[src/rtl/fifo_pkg.sv]
// fifo_pkg: shared definitions for the FIFO read- and write-side controllers.
//   - w_state_t : write controller states (IDLE=0, WAIT_FULL=1, PUSH=2)
//   - r_state_t : read controller states (WAIT/EMPTY/POP)
//   - FIFO_DEEP / FIFO_DATA_W : default address width and data width
package fifo_pkg;

   localparam int unsigned FIFO_DEEP   = 8;
   localparam int unsigned FIFO_DATA_W = 8;

   typedef enum logic [1:0] {
      W_IDLE      = 2'd0,
      W_WAIT_FULL = 2'd1,
      W_PUSH      = 2'd2
   } w_state_t;

   typedef enum logic [1:0] {
      R_WAIT  = 2'd0,
      R_EMPTY = 2'd1,
      R_POP   = 2'd2
   } r_state_t;

endpackage

[src/rtl/fifo_ptr.sv]
// fifo_ptr: W-bit wrapping pointer shared by both FIFO controllers.
//   clk   : clock, rising edge
//   rst_n : synchronous active-low reset, clears the pointer to 0
//   inc   : advance the pointer by one (wraps 2^W-1 -> 0)
//   ptr   : current pointer value
module fifo_ptr #(
   parameter int unsigned W = 8
) (
   input  logic         clk,
   input  logic         rst_n,
   input  logic         inc,
   output logic [W-1:0] ptr
);

   always_ff @(posedge clk) begin
      if (!rst_n)
         ptr <= '0;
      else if (inc)
         ptr <= ptr + W'(1);
   end

endmodule

[src/rtl/fifo_w_ctrl.sv]
// fifo_w_ctrl: write-side FIFO controller. Accepts producer words over a
// valid/ready handshake into a one-word hold register and pushes them into
// the FIFO memory at a wrapping write address, stalling while Full is high.
//   clk     : clock, rising edge
//   rst_n   : synchronous active-low reset
//   en      : producer valid, din carries a word
//   din     : producer data
//   ready   : controller accepts din this cycle
//   Full    : FIFO full status
//   push    : memory write strobe, one word per asserted cycle
//   wdata   : memory write data (the hold register)
//   address : memory write address for the current push
module fifo_w_ctrl
   import fifo_pkg::*;
#(
   parameter int unsigned DEEP   = FIFO_DEEP,
   parameter int unsigned DATA_W = FIFO_DATA_W
) (
   input  logic              clk,
   input  logic              rst_n,
   input  logic              en,
   input  logic [DATA_W-1:0] din,
   output logic              ready,
   input  logic              Full,
   output logic              push,
   output logic [DATA_W-1:0] wdata,
   output logic [DEEP-1:0]   address
);

   w_state_t          state;
   logic [DATA_W-1:0] hold;

   // push/ready are Mealy on Full so a word can move every cycle; gating with
   // rst_n keeps both low for the whole time reset is asserted.
   always_comb begin
      push  = rst_n && (state == W_PUSH) && !Full;
      ready = rst_n && ((state == W_IDLE) || ((state == W_PUSH) && !Full));
   end

   assign wdata = hold;

   always_ff @(posedge clk) begin
      if (!rst_n) begin
         state <= W_IDLE;
         hold  <= '0;
      end else begin
         unique case (state)
            W_IDLE: begin
               if (en) begin
                  hold  <= din;
                  state <= Full ? W_WAIT_FULL : W_PUSH;
               end
            end
            W_WAIT_FULL: begin
               if (!Full)
                  state <= W_PUSH;
            end
            W_PUSH: begin
               if (Full)
                  state <= W_WAIT_FULL;
               else if (en)
                  hold <= din;   // held word leaves this edge, refill in place
               else
                  state <= W_IDLE;
            end
            default: state <= W_IDLE;
         endcase
      end
   end

   fifo_ptr #(
      .W(DEEP)
   ) u_ptr (
      .clk  (clk),
      .rst_n(rst_n),
      .inc  (push),
      .ptr  (address)
   );

endmodule

[config.mk]
export PLATFORM = sky130hd
export DESIGN_NAME = fifo_w_ctrl
export DESIGN_NICKNAME = d
export VERILOG_FILES = /design/src/rtl/fifo_pkg.sv /design/src/rtl/fifo_ptr.sv /design/src/rtl/fifo_w_ctrl.sv
export SDC_FILE = /design/constraint.sdc
export NUM_CORES = 1
export LEC_CHECK = 0
export ABC_CLOCK_PERIOD_IN_PS = 3200
export CAP_MARGIN = 10
export CORE_UTILIZATION = 45
export DETAILED_ROUTE_END_ITERATION = 8
export GPL_ROUTABILITY_DRIVEN = 0
export PLACE_DENSITY_LB_ADDON = 0.15
export REMOVE_ABC_BUFFERS = 1
export SLEW_MARGIN = 20
export SYNTH_ARGS = -nofsm -noshare
export SYNTH_HDL_FRONTEND = slang
export SYNTH_HIERARCHICAL = 1
export SYNTH_SLANG_ARGS = --single-unit
[constraint.sdc]
create_clock -name clk -period 3.2 [get_ports clk]
set_input_delay 0.48 -clock clk [delete_from_list [all_inputs] [get_ports clk]]
set_output_delay 0.48 -clock clk [all_outputs]
set_load 0.05 [all_outputs]
# After elaboration in Yosys (flattened, before gate mapping)
# Cells that the tools add are included.
[totals] out_inout_bits=18 in_bits=12 ff_bits=18
[classes] mux=9 addsub=1 n_eq_ne=6 n_reduce_logical=10
[op_table] cell="$mux 8" n=2
[op_table] cell="$pmux 8 s2" n=1
[op_table] cell="$mux 2" n=5
[op_table] cell="$add 8x1->8 const B" n=1
[op_table] cell="$ne 2x2->1 const B" n=3
[op_table] cell="$pmux 2 s3" n=1
[op_table] cell="$logic_and 1x1->1" n=4
[op_table] cell="$ne 3x3->1 const B" n=1
[op_table] cell="$reduce_and 3->1" n=1
[op_table] cell="$eq 2x1->1 const B" n=1
[op_table] cell="$eq 2x2->1 const B" n=1
[op_table] cell="$logic_not 2->1" n=1
[op_table] cell="$reduce_and 2->1" n=1
[op_table] cell="$reduce_bool 2->1" n=1
[op_table] cell="$logic_not 1->1" n=1
[op_table] cell="$logic_or 1x1->1" n=1

# Logic depth before layout (Yosys ltp)
[depth] depth_word=4 mapped_depth=7 mapped_depth_nobuf=5

# Modules after synthesis
# The synthesis kept the hierarchy.
[modules_own_cells] module="fifo_w_ctrl" instances=1 cells_each=47 area_each_um2=436.7 seq_area_each_um2=200.2
[modules_own_cells] module="fifo_ptr" instances=1 cells_each=37 area_each_um2=359.1 seq_area_each_um2=160.2

# Worst setup path after synthesis
# OpenSTA, ideal clock, no wires.
[synth_path] path_type="input -> register" startpoint="in rst_n" endpoint="reg u_ptr.ptr[5]" arrival_time_ns=2.817 path_stages=7 setup_slack_ns=0.313 n_path_buf=2 required_time_ns=3.130 setup_ns=0.070 cell_sequence="buf_2 > nand2b_2 > nor3b_1 > buf_4 > nand4_2 > or3_1 > a21boi_1"
[synth_between] elab_chain_cells=2
[synth_rtl] element="start, declared" line="fifo_w_ctrl.sv:20" text="input logic rst_n,"
[synth_rtl] element="$logic_and 1x1->1 (2 in a row)" line="fifo_w_ctrl.sv:36" text="push = rst_n && (state == W_PUSH) && !Full;"
[synth_rtl] element="named net push" line="fifo_w_ctrl.sv:25" text="output logic push,"
[synth_rtl] element="end signal, assigned" line="fifo_ptr.sv:19" text="ptr <= ptr + W'(1);"
[synth_rtl] element="end, declared" line="fifo_ptr.sv:12" text="output logic [W-1:0] ptr"
# The timed path passes the listed nets, and every way through them passes these cells.
# A chain may end at the register's enable or synchronous reset.

# Final worst setup path
[layout_path] startpoint="reg u_ptr.ptr[2]" endpoint="out address[2]"
[layout_rtl] element="end, declared" line="fifo_w_ctrl.sv:27" text="output logic [DEEP-1:0] address"
# No word-level cell between the ends.

==> impl_metrics.sql <==
INSERT INTO impl_metrics (metric_group, metric, value, unit) VALUES
('status', 'outcome', 'finished clean', ''),
('routing', 'wire_per_inst', '11.9', 'µm'),
('sta', 'worst_slew_pin_slew', '0.507', 'ns'),
('routing', 'initialDrtViolationCount', '16', ''),
('setup_path', 'ordered_cell_list_for_the_critical_path', 'clkdlybuf4s50_1', ''),
('die', 'die_area', '1940', 'µm²'),
('finish', 'layout_commonest_cell', 'sky130_fd_sc_hd__clkdlybuf4s50_1', ''),
('power', 'p_switching', '0.130', 'mW'),
('setup_path', 'critical-path-max-stage-delay', '0.84', 'ns'),
('sta', 'timing.final.crit_share', '64.5', '%'),
('routing', 'detail_route.first_pass.iterations', '6', ''),
('power', 'totalPowerFinal', '0.471', 'mW'),
('sta', 'setup_viol', '0', ''),
('run', 'max_cap_viols', '0', ''),
('global_route', 'gr-usage-all-layers', '18.4', '%'),
('synthesis', 'synth-edff-count', '0', ''),
('cts', 'total_number_of_clock_tree_sinks', '18', ''),
('synthesis', 'synth_flop_cell', 'sky130_fd_sc_hd__dfxtp_1', ''),
('routing', 'num_vias', '669', ''),
('cts', 'post_cts.resized_instances', '0', ''),
('die', 'core_area', '1580', 'µm²'),
('setup_path', 'worst-endpoint-arrival', '1.59', 'ns'),
('setup_path', 'worst-setup-path-type', 'flop to output port', ''),
('setup_path', 'worst_setup_path_start_kind', 'flop', ''),
('setup_path', 'critical_path.max_fanout', '5', ''),
('global_route', 'global_route_wire_length_before_repair', '2620', 'µm'),
('setup_path', 'slowest_stage', 'sky130_fd_sc_hd__clkdlybuf4s50_1', ''),
('power', 'share_clk_of_total_power', '30.0', '%'),
('global_route', 'antenna_found_initial', '0', ''),
('place', 'portBuffers', '29', ''),
('sta', 'final-hold-violation-count', '0', ''),
('place', 'post-place-ws', '1.07', 'ns'),
('synthesis', 'cell_taking_the_most_area_after_synthesis', 'sky130_fd_sc_hd__dfxtp_1', ''),
('synthesis', 'postSynthRegisterBits', '18', ''),
('die', 'start_util', '50.5', '%'),
('power', 'internal_power', '0.341', 'mW'),
('global_route', 'grt_max_degree', '28', ''),
('synthesis', 'netlist-cell-type-count', '26', ''),
('routing', 'drc', '0', ''),
('setup_path', 'critical_path_endpoint_category', 'output port', ''),
('sta', 'finalClockSkew', '0.00742', 'ns'),
('cts', 'worst_setup_hold_path_clk_slew', '0.11', 'ns'),
('sta', 'worst_hold_slack', '0.463', 'ns'),
('finish', 'layout.core_utilization', '72.8', '%'),
('die', 'fp-row-count', '14', ''),
('finish', 'fillerInstances', '114', ''),
('hold_path', 'min_path_type', 'flop to flop', ''),
('synthesis', 'synth_top_area_share', '45.3', '%'),
('sta', 'grt_setup_unrepaired', 'false', ''),
('global_route', 'grt_overflow', '0', ''),
('synthesis', 'syn_area_per_cell', '9.47', 'µm²'),
('power', 'power_frac_comb', '19.3', '%'),
('cts', 'tritoncts_clock_tree', 'built', ''),
('sta', 'rel_slew_slack', '66.1', '%'),
('place', 'sum_of_net_half_perimeters_after_detailed_placement', '1150', 'µm'),
('finish', 'drive_gt1_share', '10.3', '%'),
('synthesis', 'syn_area', '796', 'µm²'),
('die', 'die_h', '44.1', 'µm'),
('finish', 'nNetsFinal', '130', ''),
('power', 'share_seq_of_total_power', '50.6', '%'),
('global_route', 'first_global_vias', '620', ''),
('sta', 'slew_violations', '0', ''),
('power', 'p_leak', '0.448', 'nW'),
('cts', 'cts_made_buffers', '3', ''),
('power', 'power_switching_share', '27.6', '%'),
('routing', 'final_wl', '1570', 'µm'),
('power', 'cellPowerDensity', '411', 'nW/µm²'),
('synthesis', 'synthesis.yosys.warnings', '6', ''),
('setup_path', 'worstPathBufferInverterCount', '1', ''),
('sta', 'period_needed', '2.07', 'ns'),
('cts', 'post-cts-setup-buffers', '0', '');
==> sequential cells by signal, indices dropped and copies added (netlist names) <==
name / flops
state: 2
u_ptr/ptr: 8
wdata: 8
==> routing by layer <==
| metal | global-route usage, % | wire (µm) |
|---|---|---|
| met3 | 6.94 | 85 |
| met4 | 7.27 | 24 |
| met5 | 0 | 0 |
| met2 | 29.4 | 707 |
| met1 | 22.3 | 747 |
==> Yosys cell counts (all sizes together), types with 2 or more instances <==
master	instances
a21boi	2
a21oi	3
and2	4
buf	3
dfxtp	18
mux2i	10
nand2	20
nand2b	4
nand3	2
nand4	2
nor3	2
o21ai	2
or3	2
xnor2	3
==> through the flow <==
stage | instances | instance area, µm²
4_1_cts | 132 | 1150
3_5_place_dp | 128 | 1110
5_1_grt | 132 | 1150
6_report | 132 | 1150
2_1_floorplan | 81 | 778
3_3_place_gp | 128 | 1110
==> logic make-up (layout without fill, tap and decap cells) <==
logic type | Yosys count | in the layout | synth area share (%)
AO/OA/AOI/OAI | 8 | 8 | 7.39
XOR/XNOR | 4 | 4 | 4.40
adder cells (fa/ha/maj) | 1 | 1 | 1.57
buffers and inverters | 4 | 36 | 2.67
flip-flops | 18 | 18 | 45.3
multiplexers | 10 | 10 | 12.6
AND/OR/NAND/NOR | 39 | 39 | 26.1
==> power groups by stage <==
stage	logic (mW)	clock network [mW]	registers, mW
finish	0.0911	0.141	0.239
global route	0.0968	0.154	0.240
CTS	0.0919	0.147	0.239
detailed placement	0.0916	0	0.244
global placement	0.0904	0	0.243
floorplan	0.0263	0	0.268
==> cell type report <==
| class | instances | area (µm²) | share of cell area (%) |
|---|---|---|---|
| Inverter | 1 | 3.75 | 0.327 |
| Clock buffer | 4 | 36.3 | 3.16 |
| Sequential cell | 18 | 360 | 31.4 |
| Multi-Input combinational cell | 62 | 414 | 36.1 |
| Timing Repair Buffer | 31 | 313 | 27.3 |
| Tap cell | 16 | 20.0 | 1.74 |
==> path summary, 6_finish.rpt <==
| kind | start | end | slack [ns] | depth (start not counted) |
|---|---|---|---|---|
| worst min-delay path | wdata[7] | wdata[7] | 0.46 | 2 |
| worst max register to register | state[0] | u_ptr/ptr[5] | 1.59 | 6 |
| worst max-delay path | u_ptr/ptr[2] | address[2] | 1.13 | 1 |
| worst min register to register | wdata[7] | wdata[7] | 0.46 | 2 |
No activity file was read; power rests on OpenSTA's default activity.
